--- src/rtl/approx_err_monitor.sv ---
// Error-metric monitor for approximate adders.
// Accepts exact/approximate result pairs over a valid/ready handshake for a
// programmed batch of N samples and accumulates the erroneous-result count,
// the saturating sum of error distances and the maximum error distance.
module approx_err_monitor #(
    parameter int unsigned WIDTH = 16,
    parameter int unsigned CNT_W = 32,
    parameter int unsigned ACC_W = 48
) (
    input  logic             clk,
    input  logic             rst_n,
    input  logic             start,
    input  logic [CNT_W-1:0] num_samples,
    input  logic             in_valid,
    output logic             in_ready,
    input  logic [WIDTH:0]   exact_res,
    input  logic [WIDTH:0]   approx_res,
    output logic             busy,
    output logic             done,
    output logic [CNT_W-1:0] sample_count,
    output logic [CNT_W-1:0] err_count,
    output logic [ACC_W-1:0] ed_sum,
    output logic [WIDTH:0]   max_ed,
    output logic             ed_sat
);

    typedef enum logic [1:0] {StIdle, StRun, StDrain, StDone} state_e;

    state_e             r_state;
    state_e             w_state_nxt;
    logic [CNT_W-1:0]   r_num;
    logic               r_in_ready;
    logic [CNT_W-1:0]   r_sample_count;
    logic [CNT_W-1:0]   r_err_count;
    logic [ACC_W-1:0]   r_ed_sum;
    logic [WIDTH:0]     r_max_ed;
    logic               r_ed_sat;
    logic               r_s1_vld;
    logic [WIDTH:0]     r_s1_ed;
    logic               r_s2_vld;

    logic               w_xfer;
    logic               w_start_ok;
    logic               w_last;
    logic [WIDTH:0]     w_ed;
    logic [ACC_W:0]     w_sum;

    assign w_xfer     = in_valid && r_in_ready;
    assign w_start_ok = start && ((r_state == StIdle) || (r_state == StDone));
    assign w_last     = w_xfer && ((r_sample_count + CNT_W'(1)) == r_num);
    // Magnitude as larger minus smaller, so the difference never wraps.
    assign w_ed       = (exact_res >= approx_res) ? (exact_res - approx_res)
                                                  : (approx_res - exact_res);
    // One extra bit catches accumulator overflow for saturation.
    assign w_sum      = {1'b0, r_ed_sum} + {{(ACC_W - WIDTH){1'b0}}, r_s1_ed};

    // State register.
    always_ff @(posedge clk or negedge rst_n) begin
        if (!rst_n) begin
            r_state <= StIdle;
        end else begin
            r_state <= w_state_nxt;
        end
    end

    // Next-state logic.
    always_comb begin
        w_state_nxt = r_state;
        unique case (r_state)
            StIdle, StDone: begin
                if (start) begin
                    w_state_nxt = (num_samples == '0) ? StDone : StRun;
                end
            end
            StRun: begin
                if (w_last) begin
                    w_state_nxt = StDrain;
                end
            end
            StDrain: begin
                if (!r_s1_vld && !r_s2_vld) begin
                    w_state_nxt = StDone;
                end
            end
            default: w_state_nxt = StIdle;
        endcase
    end

    // Batch control: latch N, registered ready, accepted-sample counter.
    always_ff @(posedge clk or negedge rst_n) begin
        if (!rst_n) begin
            r_num          <= '0;
            r_in_ready     <= 1'b0;
            r_sample_count <= '0;
        end else if (w_start_ok) begin
            r_num          <= num_samples;
            r_in_ready     <= (num_samples != '0);
            r_sample_count <= '0;
        end else begin
            if (w_last) begin
                r_in_ready <= 1'b0;
            end
            if (w_xfer) begin
                r_sample_count <= r_sample_count + CNT_W'(1);
            end
        end
    end

    // Stage 1: register the error distance of each accepted pair.
    always_ff @(posedge clk or negedge rst_n) begin
        if (!rst_n) begin
            r_s1_vld <= 1'b0;
            r_s1_ed  <= '0;
        end else begin
            r_s1_vld <= w_xfer;
            if (w_xfer) begin
                r_s1_ed <= w_ed;
            end
        end
    end

    // Stage 2: fold the stage-1 distance into the batch metrics.
    always_ff @(posedge clk or negedge rst_n) begin
        if (!rst_n) begin
            r_s2_vld    <= 1'b0;
            r_err_count <= '0;
            r_ed_sum    <= '0;
            r_max_ed    <= '0;
            r_ed_sat    <= 1'b0;
        end else if (w_start_ok) begin
            r_s2_vld    <= 1'b0;
            r_err_count <= '0;
            r_ed_sum    <= '0;
            r_max_ed    <= '0;
            r_ed_sat    <= 1'b0;
        end else begin
            r_s2_vld <= r_s1_vld;
            if (r_s1_vld) begin
                if (r_s1_ed != '0) begin
                    r_err_count <= r_err_count + CNT_W'(1);
                end
                if (w_sum[ACC_W]) begin
                    r_ed_sum <= '1;
                    r_ed_sat <= 1'b1;
                end else begin
                    r_ed_sum <= w_sum[ACC_W-1:0];
                end
                if (r_s1_ed > r_max_ed) begin
                    r_max_ed <= r_s1_ed;
                end
            end
        end
    end

    assign in_ready     = r_in_ready;
    assign busy         = (r_state == StRun) || (r_state == StDrain);
    assign done         = (r_state == StDone);
    assign sample_count = r_sample_count;
    assign err_count    = r_err_count;
    assign ed_sum       = r_ed_sum;
    assign max_ed       = r_max_ed;
    assign ed_sat       = r_ed_sat;

endmodule

--- config.mk ---
export PLATFORM = sky130hd
export DESIGN_NAME = approx_err_monitor
export DESIGN_NICKNAME = d
export VERILOG_FILES = /design/src/rtl/approx_err_monitor.sv
export SDC_FILE = /design/constraint.sdc
export NUM_CORES = 1
export LEC_CHECK = 0
export ABC_AREA = 0
export CORE_MARGIN = 10
export CORE_UTILIZATION = 55
export CTS_CLUSTER_DIAMETER = 100
export CTS_CLUSTER_SIZE = 25
export DETAILED_ROUTE_END_ITERATION = 7
export GPL_TIMING_DRIVEN = 0
export HOLD_SLACK_MARGIN = 0.03
export PLACE_DENSITY = 0.85
export SLEW_MARGIN = 20
export SYNTH_ARGS = -nofsm -noshare
export SYNTH_HDL_FRONTEND = slang
export SYNTH_SLANG_ARGS = --single-unit
--- constraint.sdc ---
create_clock -name clk -period 7.6 [get_ports clk]
set_clock_uncertainty 0.15 [all_clocks]
set_input_delay 2.28 -clock clk [delete_from_list [all_inputs] [get_ports clk]]
set_output_delay 2.28 -clock clk [all_outputs]
set_load 0.005 [all_outputs]
==> summary.txt, run 1 <==
Finish
  • Fill cell count: 1762
  • Most common cell after layout, fill and taps aside: clkdlybuf4s50_1
  • Diode count: 0
  • Commonest non-fill, non-tap cells in the layout: clkdlybuf4s50_1, nand2_1, dfrtp_1
  • Fin util: 69.8%
  • Area of the multi-input gates: 0.00698 mm^2
  • Final Instance Count excl. Fillers: 1935
  • Fraction of layout cells with a size suffix above 1: 3.93%
  • Area delta synth->final: 24.9%
  • # nets final: 1789
  • Sequential cell area: 0.00460 mm^2

Timing
  • Pins Over Slew Limit: 0
  • Final hold vios: 0
  • RSZ-0062 raised after global routing: false
  • Worst setup margin: 1.47 ns
  • Max Fclk: 163 MHz
  • Slew @ Worst Pin: 0.837 ns
  • Headroom to the max-slew limit: 43.7%
  • Final period util: 80.6%
  • Final Critical Period: 6.13 ns
  • Setup violations, final: 0
  • Setup TNS: 0 ns

Route
  • WL/cell: 18.6 um
  • TritonRoute pass-1 iters: 5
  • Drt initial violations: 1110
  • ANT nets after route: 0
  • DRT Wirelength: 35.9 mm
  • DRC viols: 0
  • Vias per inst: 5.91
  • Via count: 11400

Clock network
  • CTS max path bufs: 2
  • Postcts setup bufs: 0
  • Post-cts gate resize count: 0
  • Clk sinks: 184
  • CTS Hold Bufs: 0
  • CTS tree: done
  • Worst-skew pair later-pin latency: 0.44 ns
  • Total CTS buffers: 17
  • Reg clk slew, reported paths: 0.07 ns
  • Root Buffer: clkbuf_16
  • Htree depth: 4

Critical path
  • CP startpoint kind: primary input
  • Crit path DAT: 6.29 ns
  • Setup slack, reg-to-reg: 3.23 ns
  • RR Endpoint: ed_sum[26]$_DFFE_PN0P_
  • R2r startpoint: r_s1_ed[0]$_DFFE_PN0P_
  • Crit path max fanout: 10
  • Worst R2R Path Depth: 12
  • CP endpoint kind: flip-flop
  • CP Data Required Time: 7.76 ns
  • Critical path type: primary input to flip-flop

Yosys
  • Sequential share of the synthesized area: 37.8%
  • Synth cell types: 75
  • Mapped cell area: 0.0122 mm^2
  • Top_reg_cell synth: dfrtp_1
  • Post-Syn Instances: 1421
  • EDFF count, synth: 0
  • Main area contributors after synthesis: dfrtp_1, ha_1, nand2_1
  • Post-synth top area share: 37.8%
  • FF+latch count, synth: 184
  • Syn Area/Cell: 8.58 um^2
  • Asr flop ratio synth: 100%
  • Yosys top cell by area: dfrtp_1
  • Net Count, Synth: 1567
  • Yosys warns: 0

Status
  • Status: finished clean

Placement
  • Routability Congestion: 0.950
  • Dpl cells: 1904
  • DP HPWL: 27.4 mm
  • PortBufs: 202
  • Pre-CTS worst setup slack: 1.09 ns

Global routing
  • Global route total overflow: 0
  • Initial antenna violation count: 0
  • Largest net degree at the start of global routing: 95
  • GRT Total Usage: 24.8%
  • First-pass GRT wire length: 58.4 mm
  • Vias in the first global route: 11400

Worst hold path
  • WHS Path Cells: 2
  • Hold Path End: ed_sat$_DFFE_PN0P_
  • Hold crit path type: flip-flop to flip-flop
  • Worst Min Path Start: ed_sat$_DFFE_PN0P_

Floorplanning
  • Core area: 0.0218 mm^2
  • Die ar.: 0.0285 mm^2
  • Initial Util: 55.9%
  • FP Rows: 54
  • I/O pins: 203
  • DIE HEIGHT: 169 um
  • Die X: 169 um

Job
  • Max_cap viols: 0

Power and ir drop
  • PD cells: 141 mW/mm^2
  • Overall power: 0.00215 W
  • Leak pwr: 7.13 nW
  • Worst vdd ir: 123 uV
## routing by layer
layer	wire length, um	part of all wire [%]	track usage, %	up-vias
met5	0	0	0	-
met4	1040	2.9	9.12	0
met3	3010	8.4	6.14	75
met2	16900	47	39.8	444
met1	15000	42	31.7	5536
li1	-	-	-	5389
## critical path, stage by stage
cell	delay (ns)
clkdlybuf4s50_1	0.57
inv_1	0.11
ha_1	0.34
nor2b_1	0.16
o21a_1	0.17
or3_1	0.38
a21o_1	0.27
nor2_1	0.47
clkbuf_1	0.46
buf_1	0.50
nor2_1	0.08
a31oi_1	0.22
xnor2_1	0.17
o21ai_0	0.09
## cell type report
class	instances	share of cell area, %
Clock inverter	13	1.27
Timing Repair Buffer	203	13.5
Multi-Input combinational cell	1083	45.8
Inverter	87	2.14
Tap cell	280	2.30
Buffer	67	1.85
Sequential cell	184	30.2
Clock buffer	18	2.88
## flip-flops by register name, summed over array words and instances, names as in the netlist
register	count
ed_sat	1
ed_sum	48
err_count	32
in_ready	1
max_ed	17
r_num	32
r_s1_ed	17
r_s1_vld	1
r_s2_vld	1
r_state	2
sample_count	32
## worst max-delay path by stage
stage	from	to	slack (ns)	depth (start not counted)
floorplan	exact_res[13]	r_s1_ed[14]$_DFFE_PN0P_	2.44	13
global placement	rst_n	r_num[15]$_DFFE_PN0P_	-3.46	1
detailed placement	exact_res[1]	r_s1_ed[14]$_DFFE_PN0P_	1.09	13
CTS	exact_res[1]	r_s1_ed[14]$_DFFE_PN0P_	1.56	13
global route	exact_res[14]	r_s1_ed[14]$_DFFE_PN0P_	1.27	14
finish	exact_res[1]	r_s1_ed[9]$_DFFE_PN0P_	1.47	14
## cell usage after synthesis, drive strengths merged (15+ instances only)
master / number
mux2i: 23
or3: 18
nor2b: 16
nor4: 20
clkbuf: 52
inv: 87
nor3: 27
a21oi: 61
nand3: 51
buf: 15
ha: 73
o21ai: 91
nand2: 196
dfrtp: 184
xnor2: 82
nand4: 37
a21o: 27
and3: 25
xor2: 57
nor2: 120
## through the flow
stage / hold slack [ns] / instance area, um^2
final: 0.336 / 15200
after global routing: 0.375 / 15200
after CTS: 0.333 / 15200
after detailed placement: 0.318 / 14600
after global placement: 0.313 / 14600
after floorplan: 0.315 / 12200
## power breakdown
group | internal, W | switching [W]
Combinational | 0.0000914 | 0.000114
Clock | 0.000562 | 0.000404
Sequential | 0.000979 | 0
Total | 0.00163 | 0.000517
## logic make-up (layout without fill, tap and decap cells)
family                   Yosys count  after routing  share of synthesized area (%)
flip-flops                       184            184                           37.8
adder cells (fa/ha/maj)           76             76                           7.98
XOR/XNOR                         139            139                           9.99
AND/OR/NAND/NOR                  556            556                           22.1
buffers and inverters            154            388                           4.99
multiplexers                      28             28                           2.35
AO/OA/AOI/OAI                    284            284                           14.9
(Power assumes the default switching activity.)
==> run 2: changes to the inputs <==
- clock period: 7.6 -> 5.7 ns (I/O delays scaled with it)
==> run 2 against run 1 <==
  * Critical path depth is the same
  * First-iteration DRC count is the same
  * Register-to-register slack lost 1.9 ns
  * Sequential share of layout area is essentially flat
  * Flip-flop and latch count is the same
  * Critical path type unchanged
  * Critical endpoint unchanged
==> summary.txt, run 2 (synthesis gave the netlist of run 1 again) <==
Critical path
  • CP max stage delay: 0.57 ns
  • CP max-delay cell: clkdlybuf4s50_1
  • CP startpoint kind: primary input
  • CP top delay family: buffers and inverters
  • Crit path DAT: 5.55 ns
  • Critical path type: primary input to flip-flop
  • Most frequent CP cell: nor2_1
  • Worst Path Buf+Inv: 4
  • CP Data Required Time: 5.86 ns
  • CP Cell Sequence: clkdlybuf4s50_1 > inv_1 > ha_1 > nor2b_1 > o21a_1 > or3_1 > a21o_1 > nor2_1 > clkbuf_1 > clkbuf_2 > nor2_1 > a31oi_1 > xnor2_1 > o21ai_0
  • Crit path max fanout: 10
  • CP endpoint kind: flip-flop

Finish
  • Area delta synth->final: 24.9%
  • Sequential cell area: 0.00460 mm^2
  • Largest register FFs: 48
  • Commonest non-fill, non-tap cells in the layout: clkdlybuf4s50_1, nand2_1, dfrtp_1
  • Area of the multi-input gates: 0.00698 mm^2
  • # nets final: 1789
  • Fill cell count: 1762
  • Fraction of layout cells with a size suffix above 1: 3.99%
  • Diode count: 0
  • Most common cell after layout, fill and taps aside: clkdlybuf4s50_1

Floorplanning
  • DIE HEIGHT: 169 um
  • Initial Util: 55.9%
  • Die X: 169 um
  • Die ar.: 0.0285 mm^2
  • FP Rows: 54
  • I/O pins: 203
  • Core area: 0.0218 mm^2

Clock network
  • Root Buffer: clkbuf_16
  • CTS tree: done
  • Clk sinks: 184
  • Worst-skew pair later-pin latency: 0.44 ns
  • Total CTS buffers: 17
  • Htree depth: 4
  • Reg clk slew, reported paths: 0.07 ns
  • Postcts setup bufs: 0
  • CTS max path bufs: 2

Timing
  • Final hold vios: 0
  • Setup TNS: 0 ns
  • Fin Hold WS: 0.336 ns
  • Setup violations, final: 0
  • Slew @ Worst Pin: 0.840 ns
  • Final period util: 94.6%
  • Headroom to the max-slew limit: 43.5%
  • Max Fclk: 185 MHz
  • Pins Over Slew Limit: 0
  • Final Critical Period: 5.39 ns
  • Worst setup margin: 0.306 ns
  • RSZ-0062 raised after global routing: false

Power and ir drop
  • Sequential share of power: 45.5%
  • Leak pwr: 7.13 nW
  • Clock power frac: 44.9%
  • Internal power: 0.00218 W
  • Worst vdd ir: 163 uV
  • Logic pwr share: 9.6%
  • Sw power: 0.000689 W
  • Overall power: 0.00287 W
  • PD cells: 188 mW/mm^2
  • Switching power share of the total: 24.1%

Route
  • Vias per inst: 5.92
  • DRT Wirelength: 35.9 mm
  • ANT nets after route: 0
  • TritonRoute pass-1 iters: 5
  • WL/cell: 18.6 um
  • DRC viols: 0
  • Via count: 11500
  • Drt initial violations: 1110

Global routing
  • Global route total overflow: 0
  • Vias in the first global route: 11400
  • Met2 Use GR: 39.8%
  • Met3 GRT Util: 6.14%
  • Largest net degree at the start of global routing: 95
  • Busiest layer in global routing: met2
  • GRT Total Usage: 24.8%
  • Met1 GRT Util: 31.7%
  • Initial antenna violation count: 0
  • First-pass GRT wire length: 58.4 mm

Placement
  • Routability Congestion: 0.950
  • PortBufs: 202
  • DP HPWL: 27.4 mm
  • Pre-CTS worst setup slack: -0.235 ns

Job
  • Max_cap viols: 0

Worst hold path
  • Hold crit path type: flip-flop to flip-flop

Status
  • Status: finished clean
[run 2: worst reg2reg max path, stage by stage (launching register included)]
cell and delay [ns]:
dfrtp_1 0.46, ha_1 0.25, fa_1 0.41, a21o_1 0.19, a21oi_1 0.24, o21bai_1 0.14, a2111oi_0 0.73, o32ai_1 0.28
o21bai_1 0.52, clkbuf_1 0.45, nor2_1 0.12, xnor2_1 0.19, o21ai_0 0.11
[run 2: final timing paths]
path                                              from                           end  slack, ns  cells after the start
worst max-delay path                      exact_res[1]        r_s1_ed[9]$_DFFE_PN0P_       0.31                     14
worst min-delay path                ed_sat$_DFFE_PN0P_            ed_sat$_DFFE_PN0P_       0.34                      2
worst max register to register  r_s1_ed[0]$_DFFE_PN0P_        ed_sum[26]$_DFFE_PN0P_       1.34                     12
worst min register to register      ed_sat$_DFFE_PN0P_            ed_sat$_DFFE_PN0P_       0.34                      2
max in group asynchronous                        rst_n  sample_count[25]$_DFFE_PN0P_       3.35                      2
min in group asynchronous                        rst_n        ed_sum[45]$_DFFE_PN0P_       1.14                      1
[run 2: timing repair]
action / 4_1_cts / 5_1_grt
setup endpoints to repair: 0 / 3
endpoints found under the hold margin: 0 / 0
hold buffers: 0 / 0
resized for setup: 0 / 1
[run 2: final cells by class]
class	instances	area share [%]
Tap cell	280	2.30
Inverter	87	2.14
Sequential cell	184	30.2
Clock inverter	13	1.27
Timing Repair Buffer	203	13.5
Clock buffer	18	2.88
Multi-Input combinational cell	1083	45.8
Buffer	67	1.86
[run 2: per-stage QoR]
stage | area, um^2 | utilization, % | std cells
finish | 15200 | 69.8 | 1935
global route | 15200 | 69.8 | 1935
detailed placement | 14600 | 66.9 | 1904
CTS | 15200 | 69.8 | 1935
floorplan | 12200 | - | 1421
global placement | 14600 | 66.7 | 1903
[run 2: power by group through the flow]
stage | combinational [W] | clock [W] | sequential (W)
after global routing | 0.000304 | 0.00135 | 0.00130
after global placement | 0.000263 | 0 | 0.00133
after floorplan | 0.000145 | 0 | 0.00133
after detailed placement | 0.000271 | 0 | 0.00133
after CTS | 0.000272 | 0.00130 | 0.00130
final | 0.000274 | 0.00129 | 0.00130
[run 2: layer usage]
layer / vias up / part of all wire, %
met2: 452 / 47
li1: 5391 / -
met1: 5535 / 42
met5: - / 0
met3: 79 / 8.3
met4: 0 / 2.9
==> run 3: changes to the inputs <==
- ABC_CLOCK_PERIOD_IN_PS: not set -> 5700
==> results of run 3 <==
The final DEF is identical to that of run 2; final timing and power are the same.
